==> src/rtl/dvi_timing_gen.sv <==
`default_nettype none
// ============================================================================
// Module   : dvi_timing_gen (+ tmds_channel encoder)
// Purpose  : parametrised DVI raster/sync/DE generator feeding three TMDS
//            encoders; optional colour-bar source under macro TEST_PATTERN_EN
// Revision : 1.0
// ============================================================================

module tmds_channel (
   input  logic       clk_pixel,
   input  logic       n_reset,
   input  logic [7:0] video_data,
   input  logic [3:0] data_island_data,
   input  logic [1:0] control_data,
   input  logic [1:0] mode,
   output logic [9:0] tmds
);
   localparam logic [9:0] CTRL_00 = 10'b1101010100;
   localparam logic [1:0] MODE_VIDEO  = 2'd1;
   localparam logic [1:0] MODE_ISLAND = 2'd2;

   logic [3:0]        n1_d, n1_q, n0_q;
   logic              use_xnor;
   logic [8:0]        q_m;
   logic signed [5:0] cnt, cnt_next, bal;
   logic [9:0]        word, ctrl_word, terc4_word;

   // Transition minimisation followed by running-disparity balancing.
   always_comb begin
      n1_d = '0;
      for (int i = 0; i < 8; i++) n1_d = n1_d + {3'b000, video_data[i]};
      use_xnor = (n1_d > 4'd4) || ((n1_d == 4'd4) && !video_data[0]);
      q_m    = '0;
      q_m[0] = video_data[0];
      for (int i = 1; i < 8; i++)
         q_m[i] = use_xnor ? ~(q_m[i-1] ^ video_data[i]) : (q_m[i-1] ^ video_data[i]);
      q_m[8] = ~use_xnor;
      n1_q = '0;
      for (int i = 0; i < 8; i++) n1_q = n1_q + {3'b000, q_m[i]};
      n0_q = 4'd8 - n1_q;
      bal  = $signed({2'b00, n1_q}) - $signed({2'b00, n0_q});
      if ((cnt == 6'sd0) || (n1_q == n0_q)) begin
         word     = {~q_m[8], q_m[8], q_m[8] ? q_m[7:0] : ~q_m[7:0]};
         cnt_next = q_m[8] ? (cnt + bal) : (cnt - bal);
      end else if (((cnt > 6'sd0) && (n1_q > n0_q)) || ((cnt < 6'sd0) && (n0_q > n1_q))) begin
         word     = {1'b1, q_m[8], ~q_m[7:0]};
         cnt_next = cnt + (q_m[8] ? 6'sd2 : 6'sd0) - bal;
      end else begin
         word     = {1'b0, q_m[8], q_m[7:0]};
         cnt_next = cnt - (q_m[8] ? 6'sd0 : 6'sd2) + bal;
      end
   end

   always_comb begin
      ctrl_word = CTRL_00;
      case (control_data)
         2'b00:   ctrl_word = 10'b1101010100;
         2'b01:   ctrl_word = 10'b0010101011;
         2'b10:   ctrl_word = 10'b0101010100;
         default: ctrl_word = 10'b1010101011;
      endcase
   end

   always_comb begin
      terc4_word = 10'b1010011100;
      case (data_island_data)
         4'h0: terc4_word = 10'b1010011100;
         4'h1: terc4_word = 10'b1001100011;
         4'h2: terc4_word = 10'b1011100100;
         4'h3: terc4_word = 10'b1011100010;
         4'h4: terc4_word = 10'b0101110001;
         4'h5: terc4_word = 10'b0100011110;
         4'h6: terc4_word = 10'b0110001110;
         4'h7: terc4_word = 10'b0100111100;
         4'h8: terc4_word = 10'b1011001100;
         4'h9: terc4_word = 10'b0100111001;
         4'hA: terc4_word = 10'b0110011100;
         4'hB: terc4_word = 10'b1011000110;
         4'hC: terc4_word = 10'b1010001110;
         4'hD: terc4_word = 10'b1001110001;
         4'hE: terc4_word = 10'b0101100011;
         default: terc4_word = 10'b1011000011;
      endcase
   end

   // Disparity restarts from zero after every non-video period.
   always_ff @(posedge clk_pixel or negedge n_reset) begin
      if (!n_reset) begin
         tmds <= CTRL_00;
         cnt  <= '0;
      end else begin
         case (mode)
            MODE_VIDEO: begin
               tmds <= word;
               cnt  <= cnt_next;
            end
            MODE_ISLAND: begin
               tmds <= terc4_word;
               cnt  <= '0;
            end
            default: begin
               tmds <= ctrl_word;
               cnt  <= '0;
            end
         endcase
      end
   end
endmodule

module dvi_timing_gen #(
   parameter int H_ACTIVE    = 640,
   parameter int H_FP        = 16,
   parameter int H_SYNC      = 96,
   parameter int H_BP        = 48,
   parameter int V_ACTIVE    = 480,
   parameter int V_FP        = 10,
   parameter int V_SYNC      = 2,
   parameter int V_BP        = 33,
   parameter int H_SYNC_POL  = 0,
   parameter int V_SYNC_POL  = 0,
   parameter int PIX_LATENCY = 1,
   parameter int CW          = 12
) (
   input  logic          clk_pixel,
   input  logic          n_reset,
   input  logic          enable,
   input  logic [23:0]   rgb_data,
`ifdef TEST_PATTERN_EN
   input  logic          pattern_en,
`endif
   output logic [9:0]    tmds_r,
   output logic [9:0]    tmds_g,
   output logic [9:0]    tmds_b,
   output logic [CW-1:0] xpos,
   output logic [CW-1:0] ypos,
   output logic          active,
   output logic          line_end,
   output logic          frame_end,
   output logic          de,
   output logic          hsync,
   output logic          vsync,
   output logic          running,
   output logic [15:0]   frame_count
);
   localparam int H_TOTAL = H_ACTIVE + H_FP + H_SYNC + H_BP;
   localparam int V_TOTAL = V_ACTIVE + V_FP + V_SYNC + V_BP;

   generate
      if (H_ACTIVE < 1 || H_FP < 1 || H_SYNC < 1 || H_BP < 1 || V_ACTIVE < 1 ||
          V_FP < 1 || V_SYNC < 1 || V_BP < 1 || CW < 1) begin : g_bad_width
         $error("dvi_timing_gen: every timing width and CW must be at least 1");
      end
      if (PIX_LATENCY < 1 || PIX_LATENCY > 8) begin : g_bad_latency
         $error("dvi_timing_gen: PIX_LATENCY must be in 1..8");
      end
      if (H_TOTAL > (1 << CW) || V_TOTAL > (1 << CW)) begin : g_bad_cw
         $error("dvi_timing_gen: CW too narrow for H_TOTAL/V_TOTAL");
      end
   endgenerate

   // Constants carry one spare bit so sync end points equal to a total still fit.
   localparam logic [CW:0] X_LAST   = (CW+1)'(H_TOTAL - 1);
   localparam logic [CW:0] Y_LAST   = (CW+1)'(V_TOTAL - 1);
   localparam logic [CW:0] X_ACT    = (CW+1)'(H_ACTIVE);
   localparam logic [CW:0] Y_ACT    = (CW+1)'(V_ACTIVE);
   localparam logic [CW:0] X_ACT_M1 = (CW+1)'(H_ACTIVE - 1);
   localparam logic [CW:0] Y_ACT_M1 = (CW+1)'(V_ACTIVE - 1);
   localparam logic [CW:0] HS_START = (CW+1)'(H_ACTIVE + H_FP);
   localparam logic [CW:0] HS_END   = (CW+1)'(H_ACTIVE + H_FP + H_SYNC);
   localparam logic [CW:0] VS_PRE   = (CW+1)'(V_ACTIVE + V_FP - 1);
   localparam logic [CW:0] VS_START = (CW+1)'(V_ACTIVE + V_FP);
   localparam logic [CW:0] VS_LAST  = (CW+1)'(V_ACTIVE + V_FP + V_SYNC - 1);
   localparam logic        HS_INACT = (H_SYNC_POL == 0);
   localparam logic        VS_INACT = (V_SYNC_POL == 0);

   typedef enum logic [1:0] {
      IDLE  = 2'd0,
      RUN   = 2'd1,
      DRAIN = 2'd2
   } state_t;

   state_t      state, state_next;
   logic [CW:0] xe, ye;
   logic        x_last, y_last, frame_last;
   logic        hs_raw, vs_raw, hs_after;
   logic [2:0]  pipe [PIX_LATENCY];
   logic [23:0] pix, vid_q;
   logic [1:0]  mode_q, ctrl_b_q;

   assign xe         = {1'b0, xpos};
   assign ye         = {1'b0, ypos};
   assign x_last     = (xe == X_LAST);
   assign y_last     = (ye == Y_LAST);
   assign frame_last = x_last && y_last;
   assign running    = (state != IDLE);

   always_ff @(posedge clk_pixel or negedge n_reset) begin
      if (!n_reset) state <= IDLE;
      else          state <= state_next;
   end

   always_comb begin
      state_next = state;
      case (state)
         IDLE:    if (enable) state_next = RUN;
         RUN:     if (!enable) state_next = DRAIN;
         DRAIN: begin
            if (enable)          state_next = RUN;
            else if (frame_last) state_next = IDLE;
         end
         default: state_next = IDLE;
      endcase
   end

   // The counters sit at (0,0) in IDLE because the stopping wrap leaves them there.
   always_ff @(posedge clk_pixel or negedge n_reset) begin
      if (!n_reset) begin
         xpos        <= '0;
         ypos        <= '0;
         frame_count <= '0;
      end else if (running) begin
         xpos <= x_last ? '0 : xpos + CW'(1);
         if (x_last) ypos <= y_last ? '0 : ypos + CW'(1);
         if (frame_last) frame_count <= frame_count + 16'd1;
      end
   end

   assign active    = running && (xe < X_ACT) && (ye < Y_ACT);
   assign line_end  = running && (xe == X_ACT_M1) && (ye < Y_ACT);
   assign frame_end = running && (xe == X_ACT_M1) && (ye == Y_ACT_M1);
   assign hs_after  = (xe >= HS_START);
   assign hs_raw    = running && hs_after && (xe < HS_END);
   // Vertical sync edges coincide with the hsync leading edge.
   assign vs_raw    = running && (((ye == VS_PRE) && hs_after) ||
                                  ((ye >= VS_START) && (ye < VS_LAST)) ||
                                  ((ye == VS_LAST) && !hs_after));

   always_ff @(posedge clk_pixel or negedge n_reset) begin
      if (!n_reset) begin
         for (int i = 0; i < PIX_LATENCY; i++) pipe[i] <= 3'b000;
      end else begin
         pipe[0] <= {active, hs_raw, vs_raw};
         for (int i = 1; i < PIX_LATENCY; i++) pipe[i] <= pipe[i-1];
      end
   end

   assign de    = pipe[PIX_LATENCY-1][2];
   assign hsync = pipe[PIX_LATENCY-1][1] ^ HS_INACT;
   assign vsync = pipe[PIX_LATENCY-1][0] ^ VS_INACT;

`ifdef TEST_PATTERN_EN
   logic [CW-1:0] xpipe [PIX_LATENCY];
   logic [2:0]    bar_idx;
   logic [23:0]   bar_rgb;

   always_ff @(posedge clk_pixel or negedge n_reset) begin
      if (!n_reset) begin
         for (int i = 0; i < PIX_LATENCY; i++) xpipe[i] <= '0;
      end else begin
         xpipe[0] <= xpos;
         for (int i = 1; i < PIX_LATENCY; i++) xpipe[i] <= xpipe[i-1];
      end
   end

   always_comb begin
      bar_idx = 3'd0;
      for (int k = 1; k < 8; k++)
         if ({1'b0, xpipe[PIX_LATENCY-1]} >= (CW+1)'((k * H_ACTIVE) / 8)) bar_idx = bar_idx + 3'd1;
      case (bar_idx)
         3'd0:    bar_rgb = 24'hFFFFFF;
         3'd1:    bar_rgb = 24'hFFFF00;
         3'd2:    bar_rgb = 24'h00FFFF;
         3'd3:    bar_rgb = 24'h00FF00;
         3'd4:    bar_rgb = 24'hFF00FF;
         3'd5:    bar_rgb = 24'hFF0000;
         3'd6:    bar_rgb = 24'h0000FF;
         default: bar_rgb = 24'h000000;
      endcase
   end

   assign pix = pattern_en ? bar_rgb : rgb_data;
`else
   assign pix = rgb_data;
`endif

   always_ff @(posedge clk_pixel or negedge n_reset) begin
      if (!n_reset) begin
         vid_q    <= '0;
         mode_q   <= 2'd0;
         ctrl_b_q <= {VS_INACT, HS_INACT};
      end else begin
         vid_q    <= de ? pix : 24'h000000;
         mode_q   <= de ? 2'd1 : 2'd0;
         ctrl_b_q <= {vsync, hsync};
      end
   end

   tmds_channel u_tmds_r (
      .clk_pixel        (clk_pixel),
      .n_reset          (n_reset),
      .video_data       (vid_q[23:16]),
      .data_island_data (4'h0),
      .control_data     (2'b00),
      .mode             (mode_q),
      .tmds             (tmds_r)
   );

   tmds_channel u_tmds_g (
      .clk_pixel        (clk_pixel),
      .n_reset          (n_reset),
      .video_data       (vid_q[15:8]),
      .data_island_data (4'h0),
      .control_data     (2'b00),
      .mode             (mode_q),
      .tmds             (tmds_g)
   );

   tmds_channel u_tmds_b (
      .clk_pixel        (clk_pixel),
      .n_reset          (n_reset),
      .video_data       (vid_q[7:0]),
      .data_island_data (4'h0),
      .control_data     (ctrl_b_q),
      .mode             (mode_q),
      .tmds             (tmds_b)
   );
endmodule

`default_nettype wire

==> config.mk <==
export PLATFORM = sky130hd
export DESIGN_NAME = dvi_timing_gen
export DESIGN_NICKNAME = d
export VERILOG_FILES = /design/src/rtl/dvi_timing_gen.sv
export SDC_FILE = /design/constraint.sdc
export NUM_CORES = 1
export LEC_CHECK = 0
export CAP_MARGIN = 25
export CELL_PAD_IN_SITES_DETAIL_PLACEMENT = 1
export CELL_PAD_IN_SITES_GLOBAL_PLACEMENT = 2
export CORE_ASPECT_RATIO = 0.9
export CORE_MARGIN = 2
export CORE_UTILIZATION = 30
export DETAILED_ROUTE_END_ITERATION = 6
export DONT_BUFFER_PORTS = 1
export HOLD_SLACK_MARGIN = 0.1
export PLACE_DENSITY_LB_ADDON = 0.3
export SYNTH_ARGS = -nofsm -noshare
export SYNTH_HDL_FRONTEND = slang
export SYNTH_SLANG_ARGS = --single-unit
==> constraint.sdc <==
create_clock -name clk_pixel -period 12.5 [get_ports clk_pixel]
set_input_delay 3.125 -clock clk_pixel [delete_from_list [all_inputs] [get_ports clk_pixel]]
set_output_delay 3.125 -clock clk_pixel [all_outputs]
set_load 0.02 [all_outputs]
Word level (Yosys, flattened, before mapping)
Memories as Yosys holds them, arrays and structs flattened.
Cells that the tools add are included.
Widths: inputs -> output; s select.
{ "totals": {"memories": 3, "elab_cells": 284, "ff_bits": 120, "romBits": 480, "input_bits": 27, "output_inout_bits": 77} }
{ "mem_list": {"columns": ["name", "depth", "word_bits", "rd", "rd_clocked_by_memory_dff", "write_ports", "line", "text"], "rows": [
  ["(no name shown)", 16, 10, 1, 0, 0, "66", "case (data_island_data)"],
  ["(no name shown)", 16, 10, 1, 0, 0, "66", null],
  ["(no name shown)", 16, 10, 1, 0, 0, "66", null]
]} }
{ "classes": {"n_eq_ne": 21, "n_reduce_logical": 45, "n_mux": 61, "n_bitwise": 50, "n_addsub": 69, "magnitude_cmp": 21} }
{ "ops": {"columns": ["op", "n"], "rows": [
  ["$add 4x1->4", 36],
  ["$mux 6", 12],
  ["$mux 10", 6],
  ["$pmux 10 s2", 3],
  ["$add 6x6->6", 9],
  ["$sub 6x6->6", 9],
  ["$eq 12x10->1 const B", 3],
  ["$eq 12x9->1 const B", 3],
  ["$pmux 10 s3", 1],
  ["$not 1->1", 26],
  ["$add 12x1->12 const B", 2],
  ["$gt 4x4->1", 6],
  ["$lt 12x10->1 const B", 2],
  ["$lt 12x9->1 const B", 2],
  ["$mux 12", 2],
  ["$mux 24", 1],
  ["$mux 8", 3],
  ["$not 8->8", 3],
  ["$mux 1", 22],
  ["$logic_and 1x1->1", 21],
  ["$xor 1x1->1", 21],
  ["$mux 2", 10],
  ["$gt 6x1->1 const B", 3],
  ["$logic_not 6->1", 3],
  ["23 further kinds", 58]
]} }

Logic depth before layout (Yosys ltp)
Gate-level depths: netlist of the first run.
{ "depth": {"depth_word": 37, "ltp_mapped": 36, "mapped_depth_nobuf": 35} }

Cells and area by module
A second synthesis of the first run with hierarchy kept.
{ "hier_totals": {"hier_cells": 1269, "hier_area_um2": 11681.2} }
{ "modules_own_cells": {"columns": ["mod", "instances", "cells_per_inst", "area_per_inst_um2", "seq_area_each_um2"], "rows": [
  ["dvi_timing_gen", 1, 308, 3430.8, 1804.2],
  ["tmds_channel at u_tmds_g", 1, 324, 2785.2, 406.6],
  ["tmds_channel at u_tmds_b", 1, 328, 2780.2, 406.6],
  ["tmds_channel at u_tmds_r", 1, 309, 2685.1, 406.6]
]} }

Worst setup path after synthesis of the first run
Ideal clock, no wire load.
{ "synth_path": {"path_kind": "reg2reg", "from": "register vid_q[8]", "to": "register u_tmds_g.cnt[5]", "slack_ns": 3.763, "required_ns": 12.378, "path_stages_with_launch": 36, "t_arrival_ns": 8.615, "synth_period_minus_slack_ns": 8.737, "n_path_buf": 1, "setup_time_ns": 0.122, "path_cell_list": "dfrtp_1 ha_1 inv_1 fa_1 fa_1 inv_1 fa_1 fa_1 nor3b_1 o21ai_0 a21o_1 clkbuf_1 xnor2_1 ha_1 inv_1 fa_1 inv_1 fa_1 fa_1 inv_1 fa_1 and2b_1 inv_2 ha_1 xnor2_1 o21ai_0 ha_1 inv_1 ha_1 nor2b_1 o21a_1 nor2_1 xnor2_1 mux2i_1 xnor2_1 o2111a_1"} }
{ "synth_between": {"elab_chain_cells": 37, "elab_cells_between_ends": 61, "classes_between": "22 x add/sub; 3 x order compare; 2 x eq/ne; 13 x mux; 14 x bitwise; 7 x reduce/logical"} }
{ "synth_lines": {"columns": ["item", "line", "text"], "rows": [
  ["start, declared", "187", "logic [23:0] pix, vid_q;"],
  ["start signal, assigned", "292", "vid_q <= de ? pix : 24'h000000;"],
  ["parallel branches: the longest is 35 deep, another holds $add 4x1->4", null, null],
  ["$mux 6 (*)", "42", "if ((cnt == 6'sd0) || (n1_q == n0_q)) begin"],
  ["$mux 6 (*)", "92", "case (mode)"],
  ["end signal, assigned", "95", "cnt <= cnt_next;"],
  ["end, declared", "25", "logic signed [5:0] cnt, cnt_next, bal;"]
]} }
Every way passes the cells marked *.
A chain may end at the register's enable or synchronous reset.

Worst setup path after layout of the first run
{ "layout_path": {"from": "register vid_q[0]", "to": "register u_tmds_b.cnt[5]"} }
{ "layout_between": {"elab_chain_cells": 37, "elab_cells_between_ends": 61, "classes_between": "22 x add/sub; 3 x order compare; 2 x eq/ne; 13 x mux; 14 x bitwise; 7 x reduce/logical"} }
{ "layout_lines": {"columns": ["item", "line"], "rows": [
  ["parallel branches: the longest is 35 deep, another holds $add 4x1->4", null],
  ["$mux 6 (*)", "42"],
  ["$mux 6 (*)", "92"],
  ["end signal, assigned", "95"],
  ["end, declared", "25"]
]} }
Marked as above.

==> results of run 1 <==
==> through the flow <==
stage	hold WS, ns	setup slack (ns)
after global placement	0.4725	3.067
final	0.4899	3.018
after floorplan	0.4311	3.763
after CTS	0.4943	2.930
after global routing	0.5134	2.355
after detailed placement	0.4779	2.963
==> routing by layer <==
layer  vias to the layer above  GRT usage [%]  routed length [um]
met5                         -              0                  35
met4                         6          3.674                 223
met3                        23          5.019                1387
met2                       106          24.51               10840
met1                      3300          21.01               11570
li1                       3196              -                   -
==> cells by family after synthesis <==
| group | count (synthesis) | share of synthesized area [%] |
|---|---|---|
| AOI/OAI and AO/OA | 156 | 11.10 |
| xor gates and xnor gates | 129 | 12.68 |
| adders and majority gates | 132 | 20.63 |
| buffers and inverters | 145 | 6.158 |
| DFF | 120 | 32.22 |
| muxes | 17 | 1.986 |
| and+or+nand+nor | 265 | 15.22 |
==> Yosys cell counts, types with 12 or more instances <==
library cell  instances  area [um^2]
a21o_1               21        157.7
dfstp_2              17        446.7
mux2i_1              13        130.1
and2_1               32        200.2
nand2_1              57        214.0
nand3_1              16        80.08
ha_1                 94         1176
nor2_1               58        217.7
xor2_1               41        359.1
a21oi_1              39        195.2
o21ai_0              32        160.2
fa_1                 38        760.7
nor3_1               17        85.08
xnor2_1              80        700.7
inv_1               118        442.9
nor2b_1              12        75.07
dfrtp_1             103         2577
==> sequential cells by signal, indices dropped and copies added (netlist names) <==
register,count
pipe,3
u_tmds_g.tmds,10
u_tmds_r.cnt,6
u_tmds_b.cnt,6
ctrl_b_q,2
u_tmds_r.tmds,10
vid_q,24
u_tmds_b.tmds,10
mode_q,1
xpos,12
u_tmds_g.cnt,6
ypos,12
state,2
frame_count,16
==> worst max-delay path, delay by kind of cell, from the launching register on <==
kind                     cells  cell delay (ns)
adder cells (fa/ha/maj)     13             5.87
AND/OR/NAND/NOR              4             1.02
buffers and inverters        7             0.58
AO/OA/AOI/OAI                4             0.56
XOR/XNOR                     3             0.45
flip-flops                   1             0.44
multiplexers                 2             0.42
==> cell type report <==
class                   count  area (um^2)  share of cell area, %
well taps                 409        511.7                  4.882
flip-flops and latches    120         3024                  28.85
repair buffers              4        50.05                 0.4775
diodes                      5        12.51                 0.1194
inverters                 125        469.2                  4.477
clock inverters            13        196.4                  1.874
clock buffers              19        432.9                  4.130
multi-input cells         699         5784                  55.19
==> final timing paths <==
| path | startpoint | endpoint | slack, ns | cells after the start |
|---|---|---|---|---|
| setup reg to reg | vid_q[0] | u_tmds_b.cnt[5] | 3.02 | 33 |
| hold / removal | u_tmds_r.cnt[0] | u_tmds_r.cnt[0] | 0.49 | 1 |
| hold reg to reg | u_tmds_r.cnt[0] | u_tmds_r.cnt[0] | 0.49 | 1 |
| min in group asynchronous | n_reset | frame_count[1] | 2.39 | 0 |
| max in group asynchronous | n_reset | u_tmds_b.tmds[6] | 9.87 | 0 |
| setup / recovery | vid_q[0] | u_tmds_b.cnt[5] | 3.02 | 33 |
==> reports/metrics.cfg, run 1 <==
[outcome]
status = finished, final reports clean

[sta]
worst_slew_pin_slew_ns = 0.7234
finalSetupTns_ns = 0
maxSlewHeadroom_pct = 51.40
drv_slew = 0
finalSetupViolations = 0
final-hold-violation-count = 0
timing.final.crit_share_pct = 75.86
skew_ns = 0.01555
min_period_ns = 9.482
rsz0062_at_grt = no
fmax_mhz = 105.5

[layout]
n_fill_cell = 3547
stdcell_area_um2 = 10480
final_common_cell = inv_1
fin_util_pct = 33.99
syn_to_final_growth_pct = 11.66
drive_gt1_share_pct = 9.082
final_cell_mix = inv_1 (118), dfrtp_1 (103), ha_1 (94)
stdcell_count = 1394
layout.nets = 1126

[clocking]
cts_made_buffers = 17
clock_path_buffers = 2
holdBufCountCts = 0
ctsHtreeMaxLevel = 4
cts_root_buf = clkbuf_16
clk_latency_ns = 0.43
cts-resized-gates = 0
postCtsSetupRepairBufs = 0
cts_tree = yes
clkTransAtPathRegs_ns = 0.06
cts.sinks = 120

[floorplan]
die-area_um2 = 32720
core_um2 = 30830
rows = 61
ios = 104
die_x_um = 190.5
die_h_um = 171.8
initial_core_util_pct = 30.44

[logic_synthesis]
synth-edff-count = 0
syn_area_per_cell_um2 = 9.737
synth_ff_type = dfrtp_1
synth_warnings = 0
syn_nets = 1123
async_reset_ff_share_pct = 100.0
postSynthCellCount = 964
synth-seq-area-share_pct = 32.22
syn-cell-area_um2 = 9387
ys_types = 79
synth_seq_cells = 120

[critical_path]
cp.arrival_ns = 9.77
max_stage_delay_ns = 0.80
path_class = register to register
endpoint_kind = register
crit_path_frequent_cell = fa_1
worstPathMaxFanout = 11
cpMaxStageDelayCell = fa_1
required_ns = 12.78
worst_setup_path_start_kind = register

[route]
route.detailed.drc = 0
via_per_inst = 4.757
detail_route.wirelength_um = 24060
routedWlPerCell_um = 17.26
vias = 6631
drtPass1Iterations = 6
drtIter0Drc = 239
postRouteAntennaNets = 0

[global_routing]
grt_max_degree = 121
grt_pass1_wl_um = 39750
grt_pass1_vias = 7146
grt_usage_pct = 15.67
overflow = 0
antenna_found_initial = 7

[placement]
hpwl_um = 18430
dp.cells = 1357
port_buffers = 0
gp_congestion = 0.7678
placed_cell_area_um2 = 9839

[min_path]
min_path_type = register to register

[run]
maxCapViolCount = 0

Power of run 1 is left out: the tool's default activity adds up to more than one toggle a clock period on the data nets, which glitch-free logic cannot reach.
==> run 2, diff against run 1 <==
Clock period 12.5 ns to 8.55 ns, I/O delays scaled along.
==> run 2 against run 1 <==
Global-route usage decreased by 0.31 points; register-to-register slack got worse by 2.7 ns; critical endpoint unchanged; highest routed layer unchanged; setup slack got worse by 2.7 ns; fmax increased by 16%; hold slack improved by 0.0092 ns; non-clock buffer count increased by 36; clock skew decreased by 0.0038 ns.
==> reports/metrics.cfg, run 2 (same netlist as run 1, synthesis figures left out) <==
[layout]
final_cell_mix = inv_1 (116), dfrtp_1 (102), ha_1 (90)  ; was inv_1 (118), dfrtp_1 (103), ha_1 (94)
syn_to_final_growth_pct = 16.02  ; was 11.66%
top_regs = vid_q: 24 flops, frame_count: 16 flops  ; unchanged
n_fill_cell = 3530  ; was 3,547
stdcell_area_um2 = 10890  ; was 10,480 um^2
drive_gt1_share_pct = 15.35  ; was 9.082%
stdcell_count = 1432  ; was 1,394
largest_register_ffs = 24  ; unchanged
regMostFlops = vid_q  ; unchanged
layout.nets = 1162  ; was 1,126
final_common_cell = inv_1  ; unchanged

[sta]
rsz0062_at_grt = yes  ; was no
final-hold-violation-count = 0  ; unchanged
worst_slew_pin_slew_ns = 0.9461  ; was 0.7234 ns
maxSlewHeadroom_pct = 36.86  ; was 51.40%
drv_slew = 0  ; unchanged
skew_ns = 0.01175  ; was 0.01555 ns
fmax_mhz = 122.0  ; was 105.5 MHz
hold_slack_ns = 0.4991  ; was 0.4899 ns
timing.final.crit_share_pct = 95.83  ; was 75.86%
min_period_ns = 8.193  ; was 9.482 ns
finalSetupViolations = 0  ; unchanged

[critical_path]
max_stage_delay_ns = 0.56  ; was 0.80 ns
cpMaxStageDelayCell = fa_1  ; unchanged
worst_setup_path_start_kind = register  ; unchanged
path_class = register to register  ; unchanged
worstPathMaxFanout = 6  ; was 11
cp.arrival_ns = 8.48  ; was 9.77 ns
worst-r2r-cell-count = 32  ; was 33
endpoint_kind = register  ; unchanged
required_ns = 8.84  ; was 12.78 ns

[clocking]
cts_tree = yes  ; unchanged
cts_made_buffers = 17  ; unchanged
cts.sinks = 120  ; unchanged
ctsHtreeMaxLevel = 4  ; unchanged
clk_latency_ns = 0.42  ; was 0.43 ns
clkTransAtPathRegs_ns = 0.06  ; about the same
holdBufCountCts = 0  ; unchanged
cts_root_buf = clkbuf_16  ; unchanged
clock_path_buffers = 2  ; unchanged

[route]
vias = 6647  ; was 6,631
via_per_inst = 4.642  ; was 4.757
drtPass1Iterations = 4  ; was 6
drtIter0Drc = 166  ; was 239
route.detailed.drc = 0  ; unchanged
postRouteAntennaNets = 0  ; unchanged
detail_route.wirelength_um = 23920  ; was 24,060 um
routedWlPerCell_um = 16.71  ; was 17.26 um

[min_path]
min_path_type = register to register  ; unchanged
hold_depth = 1  ; unchanged

[placement]
placed_cell_area_um2 = 10010  ; was 9839 um^2
hpwl_um = 18030  ; was 18,430 um
dp.cells = 1382  ; was 1,357
port_buffers = 0  ; unchanged
gp_congestion = 0.7466  ; was 0.7678

[global_routing]
antenna_found_initial = 10  ; was 7
grt_pass1_wl_um = 39070  ; was 39,750 um
grt_pass1_vias = 7074  ; was 7,146
overflow = 0  ; unchanged
grt_usage_pct = 15.36  ; was 15.67%
grt_max_degree = 121  ; unchanged

[floorplan]
ios = 104  ; unchanged
initial_core_util_pct = 30.44  ; unchanged
die_h_um = 171.8  ; unchanged
die_x_um = 190.5  ; unchanged
die-area_um2 = 32720  ; unchanged
rows = 61  ; unchanged
core_um2 = 30830  ; unchanged

[run]
maxCapViolCount = 0  ; unchanged

[outcome]
status = finished, final reports clean  ; unchanged

## run 2: worst max-delay path: cells and delay by family (launching register included)
family / cells / cell delay [ns]
muxes: 2 / 0.37
adders and majority gates: 13 / 5.24
DFF: 1 / 0.40
and+or+nand+nor: 4 / 0.80
AOI/OAI and AO/OA: 4 / 0.50
xor gates and xnor gates: 3 / 0.38
buffers and inverters: 6 / 0.33
## run 2: through the flow
stage | util (%) | TNS [ns] | setup WS (ns)
2_1_floorplan | - | 0 | 0.008550
3_3_place_gp | 32.48 | -0.1234 | -0.1234
3_5_place_dp | 32.48 | -0.1955 | -0.1679
4_1_cts | 34.65 | 0 | 0.002085
5_1_grt | 35.29 | -0.1583 | -0.1298
6_report | 35.32 | 0 | 0.3565
## run 2: path summary, 6_finish.rpt
check                           startpoint          endpoint  slack [ns]
min reg2reg                u_tmds_r.cnt[0]   u_tmds_r.cnt[0]        0.50
min in group asynchronous          n_reset    frame_count[1]        1.40
max                               vid_q[0]   u_tmds_b.cnt[5]        0.36
max reg2reg                       vid_q[0]   u_tmds_b.cnt[5]        0.36
max in group asynchronous          n_reset  u_tmds_r.tmds[4]        6.88
min                        u_tmds_r.cnt[0]   u_tmds_r.cnt[0]        0.50
## run 2: repair_timing
item	4_1_cts	5_1_grt
setup buffers	1	10
endpoints found under the setup margin	2	10
pin swaps	1	15
hold endpoints to repair	0	0
resized for setup	7	30
## run 2: layout make-up
| class | count | area, um^2 | area share [%] |
|---|---|---|---|
| inverters | 125 | 471.7 | 4.331 |
| multi-input cells | 699 | 5923 | 54.39 |
| repair buffers | 40 | 304.0 | 2.792 |
| flip-flops and latches | 120 | 3025 | 27.78 |
| clock buffers | 18 | 439.2 | 4.033 |
| diodes | 7 | 17.52 | 0.1608 |
| clock inverters | 14 | 197.7 | 1.815 |
| well taps | 409 | 511.7 | 4.699 |
## run 2: routing by layer
metal	vias to the layer above	routed length, um	global-route usage [%]
li1	3276	-	-
met1	3235	11560	20.56
met2	109	10700	23.97
met3	19	1454	5.489
met4	8	167	2.865
met5	-	42	0
Power of run 2 is left out for the same reason.
